### src/rtl/spi_master_ctrl.sv
// spi_master_ctrl: one-byte SPI transaction sequencer for the 8-bit SPI master.
// Ports: req_valid/ready/data in, rsp_valid/ready/data out, abort, busy,
//   spi_start/load/read/data_in to master, spi_data_out from master, xfer_count.
// Build option: define SPI_CTRL_STATS_EN to enable the xfer_count counter.
// Async active-low reset on rst; all outputs except req_ready are registered.
module spi_master_ctrl #(
  parameter int GAP_CYCLES = 1,
  parameter int CNT_W      = 16
) (
  input  logic             clk,
  input  logic             rst,
  input  logic             req_valid,
  output logic             req_ready,
  input  logic [7:0]       req_data,
  output logic             rsp_valid,
  input  logic             rsp_ready,
  output logic [7:0]       rsp_data,
  input  logic             abort,
  output logic             busy,
  output logic             spi_start,
  output logic             spi_load,
  output logic             spi_read,
  output logic [7:0]       spi_data_in,
  input  logic [7:0]       spi_data_out,
  output logic [CNT_W-1:0] xfer_count
);

  typedef enum logic [2:0] {
    S_IDLE,
    S_LOAD,
    S_SHIFT,
    S_LATCH,
    S_SAMPLE,
    S_RESP,
    S_GAP
  } state_t;

  localparam logic [3:0] GAP_LAST = 4'(GAP_CYCLES - 1);

  state_t     state;
  state_t     next_state;
  logic [2:0] shift_cnt;
  logic [3:0] gap_cnt;
  logic       ready_q;
  logic       accept;
  logic       rsp_hs;

  logic       nxt_start;
  logic       nxt_load;
  logic       nxt_read;
  logic       nxt_busy;
  logic       nxt_rsp_valid;
  logic       nxt_ready;

  // ready_q tracks IDLE one edge late, so ready rises one clock
  // after reset release; abort masks it without a register delay
  assign req_ready = ready_q & ~abort;
  assign accept    = (state == S_IDLE) & req_valid & req_ready;
  assign rsp_hs    = (state == S_RESP) & rsp_ready & ~abort;

  always_ff @(posedge clk or negedge rst) begin
    if (!rst) begin
      state <= S_IDLE;
    end else begin
      state <= next_state;
    end
  end

  always_comb begin
    next_state = state;
    if (abort && state != S_IDLE) begin
      next_state = S_IDLE;
    end else begin
      unique case (state)
        S_IDLE:   if (accept) next_state = S_LOAD;
        S_LOAD:   next_state = S_SHIFT;
        S_SHIFT:  if (shift_cnt == 3'd7) next_state = S_LATCH;
        S_LATCH:  next_state = S_SAMPLE;
        S_SAMPLE: next_state = S_RESP;
        S_RESP: begin
          if (rsp_ready) begin
            next_state = (GAP_CYCLES == 0) ? S_IDLE : S_GAP;
          end
        end
        S_GAP:    if (gap_cnt == GAP_LAST) next_state = S_IDLE;
        default:  next_state = S_IDLE;
      endcase
    end
  end

  // Decode from next_state so the registered outputs line up
  // with the state they describe.
  always_comb begin
    nxt_start     = 1'b0;
    nxt_load      = 1'b0;
    nxt_read      = 1'b0;
    nxt_busy      = (next_state != S_IDLE);
    nxt_rsp_valid = 1'b0;
    nxt_ready     = 1'b0;
    unique case (next_state)
      S_IDLE:   nxt_ready = 1'b1;
      S_LOAD: begin
        nxt_start = 1'b1;
        nxt_load  = 1'b1;
      end
      S_SHIFT:  nxt_start = 1'b1;
      S_LATCH, S_SAMPLE: begin
        nxt_start = 1'b1;
        nxt_read  = 1'b1;
      end
      S_RESP:   nxt_rsp_valid = 1'b1;
      S_GAP:    nxt_busy = 1'b1;
      default:  nxt_ready = 1'b0;
    endcase
  end

  always_ff @(posedge clk or negedge rst) begin
    if (!rst) begin
      spi_start <= 1'b0;
      spi_load  <= 1'b0;
      spi_read  <= 1'b0;
      busy      <= 1'b0;
      rsp_valid <= 1'b0;
      ready_q   <= 1'b0;
    end else begin
      spi_start <= nxt_start;
      spi_load  <= nxt_load;
      spi_read  <= nxt_read;
      busy      <= nxt_busy;
      rsp_valid <= nxt_rsp_valid;
      ready_q   <= nxt_ready;
    end
  end

  always_ff @(posedge clk or negedge rst) begin
    if (!rst) begin
      shift_cnt <= 3'd0;
      gap_cnt   <= 4'd0;
    end else begin
      if (state == S_SHIFT) begin
        shift_cnt <= shift_cnt + 3'd1;
      end else begin
        shift_cnt <= 3'd0;
      end
      if (state == S_GAP) begin
        gap_cnt <= gap_cnt + 4'd1;
      end else begin
        gap_cnt <= 4'd0;
      end
    end
  end

  always_ff @(posedge clk or negedge rst) begin
    if (!rst) begin
      spi_data_in <= 8'h00;
    end else if (accept) begin
      spi_data_in <= req_data;
    end else if (next_state == S_IDLE) begin
      spi_data_in <= 8'h00;
    end
  end

  // master output register is valid during SAMPLE (copied in LATCH)
  always_ff @(posedge clk or negedge rst) begin
    if (!rst) begin
      rsp_data <= 8'h00;
    end else if (state == S_SAMPLE && !abort) begin
      rsp_data <= spi_data_out;
    end
  end

`ifdef SPI_CTRL_STATS_EN
  always_ff @(posedge clk or negedge rst) begin
    if (!rst) begin
      xfer_count <= '0;
    end else if (rsp_hs) begin
      xfer_count <= xfer_count + {{(CNT_W-1){1'b0}}, 1'b1};
    end
  end
`else
  assign xfer_count = '0;
  logic unused_hs;
  assign unused_hs = rsp_hs;
`endif

endmodule

### config.mk
export PLATFORM = sky130hd
export DESIGN_NAME = spi_master_ctrl
export DESIGN_NICKNAME = d
export VERILOG_FILES = /design/src/rtl/spi_master_ctrl.sv
export SDC_FILE = /design/constraint.sdc
export NUM_CORES = 1
export LEC_CHECK = 0
export CAP_MARGIN = 20
export CORE_MARGIN = 2
export CORE_UTILIZATION = 35
export DETAILED_ROUTE_END_ITERATION = 8
export PLACE_DENSITY = 0.72
export SYNTH_ARGS = -nofsm -noshare
export SYNTH_HDL_FRONTEND = slang
export SYNTH_SLANG_ARGS = --single-unit
export TNS_END_PERCENT = 1
### constraint.sdc
create_clock -name clk -period 1.8 [get_ports clk]
set_input_delay 0.36 -clock clk [delete_from_list [all_inputs] [get_ports clk]]
set_output_delay 0.36 -clock clk [all_outputs]
set_load 0.05 [all_outputs]
==> run metrics <==
clk_skew 3.97 ps; Final Hold Fails 0; Hold Path Class reg -> reg; Seq cells post-synth 32; synthesized area 1660 µm²; Max-cap violations 0; number of I/O pins 59; total track usage 0.133; final setup vio count 0; critical path startpoint category register; vias per std cell 4.80; Avg Cell Area, Syn 11.2 µm²; register area share after synthesis 0.481; first-pass GRT wire length 5370 µm; final worst-path cycle share 0.974; Core Box Area 4660 µm²; critical path data arrival time 1930 ps; Clk pin slew, worst setup/hold paths 70 ps; CTS max path bufs 2; share of the synthesized area in the top cell type 0.481; Crit path buffers/inverters 1; Crit-path slowest cell dfrtp_2; dpl hpwl 2320 µm; cell taking the most area after synthesis dfrtp_1; status finished, final reports clean; PD cells 1490 nW/µm²; CTS buffer count 5; clk_lat worst skew 280 ps; Die Span Y 73.0 µm; Final Net Count 231; number of synthesized flops with an enable pin 0; most common cell after layout, fill and taps aside buf_4; final setup TNS 0 ps; Post-DRT Antenna Nets 0; Syn Inst Count 148; hold buffer count at cts 0; Util after Layout 0.487; Final GP Congestion 0.731; Sink Count 32; Worst VDD drop 983 µV; area grow syn2layout 36.3%; crit path kind reg -> reg; top cells by area, synth dfrtp_1 (48%), buf_4 (8.6%), mux2_2 (5.4%), and3_1 (3.4%), a31oi_1 (3.0%); CP cell instances dlymetal6s2s_1, or3b_1, o221ai_4, o21ba_1; DR iter-0 viols 50; die area 5320 µm²; fill cell count 431; IO buf count 42; fraction of layout cells with a size suffix above 1 0.343; DRC Markers 0; total gr overflow 0; vias in the first global route 1,159; LEAKAGE 1.11 nW; commonest non-fill, non-tap cells in the layout buf_4 (39), dfrtp_1 (29), clkdlybuf4s50_1 (20); asr flop ratio synth 1.00; crit path max fanout 11; CTS tree built; initial core utilization 0.357; post-synth cell types 42; Core Rows 25; CP peak stage delay 470 ps; fin. max-slew vios 0; Root Driver clkbuf_8; Max Freq 570 MHz; per-cell routed wire length 13.4 µm; drt total wl 3490 µm; largest net degree at the start of global routing 33; H-tree depth 2; crit path capture type register; minimum clock period 1750 ps; TritonRoute pass-1 iters 4; Worst path top cell family by delay compound AO/OA/AOI/OAI gates; Yosys warnings 0; Worst EP required 1980 ps; DR vias 1,254; initial antenna violation count 0; DIE WIDTH 73.0 µm; Overall Power 3.38 mW; ANT cells 0; dominant synthesized flop cell dfrtp_1
-- stage by stage --
step | hold slack [ps] | instances | setup WS (ps) | instance area, µm²
2_1_floorplan | 64.4 | 163 | 189 | 1720
3_3_place_gp | 434 | 248 | -157 | 2080
3_5_place_dp | 429 | 248 | -202 | 2080
4_1_cts | 445 | 256 | 10.2 | 2210
5_1_grt | 479 | 261 | -41.0 | 2270
6_report | 440 | 261 | 46.0 | 2270
-- worst register-to-register path: cells and delay by family, from the launching register on --
kind,cells,cell delay (ps)
AOI/OAI and AO/OA,2,540
DFF,1,470
and+or+nand+nor,1,430
buffers and inverters,1,210
-- synth_stat cells, types with 2 or more instances --
master / n
dfrtp_1: 32
o21ai_1: 6
nor2_1: 6
inv_1: 4
nor4b_4: 2
mux2_2: 8
buf_4: 19
nor3b_1: 3
o21ai_2: 2
a21oi_1: 2
ha_1: 4
nand3_1: 9
and3_1: 9
buf_6: 3
a31oi_1: 8
nor2b_1: 2
and2_1: 3
o21a_1: 2
-- layer usage --
| metal | track usage | vias to the layer above | wire [µm] |
|---|---|---|---|
| li1 | - | 600 | - |
| met1 | 0.180 | 612 | 1630 |
| met2 | 0.198 | 37 | 1660 |
| met3 | 0.0401 | 5 | 156 |
| met4 | 0.0556 | 0 | 39 |
| met5 | 0 | - | 0 |
-- registers in the layout, indices dropped and copies added, names as in the netlist --
register     cells
spi_load         1
rsp_data         8
shift_cnt        3
spi_start        1
rsp_valid        1
ready_q          1
gap_cnt          4
state            3
spi_data_in      8
busy             1
spi_read         1
-- power by group --
group          internal, mW  leakage [nW]  total, mW  switching, mW
logic                 0.587         0.637       1.66           1.07
registers             0.916         0.424       1.04          0.127
clock network         0.409        0.0541      0.680          0.271
total                  1.91          1.11       3.38           1.47
-- final timing paths --
kind,from,endpoint,slack [ps],cells after the start
max in group asynchronous,rst,state[0]$_DFF_PN0_,1010,2
worst min register to register,shift_cnt[0]$_DFF_PN0_,shift_cnt[0]$_DFF_PN0_,440,1
min in group asynchronous,rst,spi_start$_DFF_PN0_,470,2
worst min-delay path,shift_cnt[0]$_DFF_PN0_,shift_cnt[0]$_DFF_PN0_,440,1
worst max register to register,state[0]$_DFF_PN0_,ready_q$_DFF_PN0_,50,4
worst max-delay path,state[0]$_DFF_PN0_,ready_q$_DFF_PN0_,50,4
-- repair_timing --
item	CTS	global route
setup endpoints to repair	11	12
resized for setup	3	5
cloned	0	0
buffers inserted	0	5
pin swaps	0	1
-- area by class of cell --
type / instances / area [µm²] / share of cell area
clock buffers: 5 / 68.8 / 0.0303
clock inverters: 3 / 42.5 / 0.0188
inverters: 5 / 18.8 / 0.00827
multi-input cells: 101 / 741 / 0.327
flip-flops and latches: 32 / 805 / 0.355
well taps: 54 / 67.6 / 0.0298
repair buffers: 61 / 526 / 0.232
-- logic make-up (layout without fill, tap and decap cells) --
group           Yosys count  after routing  share of synthesized area
mux                       8              8                     0.0541
fa+ha+maj                 4              4                     0.0301
simple gates             44             44                      0.181
flops                    32             32                      0.481
compound gates           27             27                      0.115
xor+xnor                  2              2                     0.0105
buf+inv                  30             74                      0.126
other cells               1             16                    0.00225
Power figures use the tool's default switching activity.
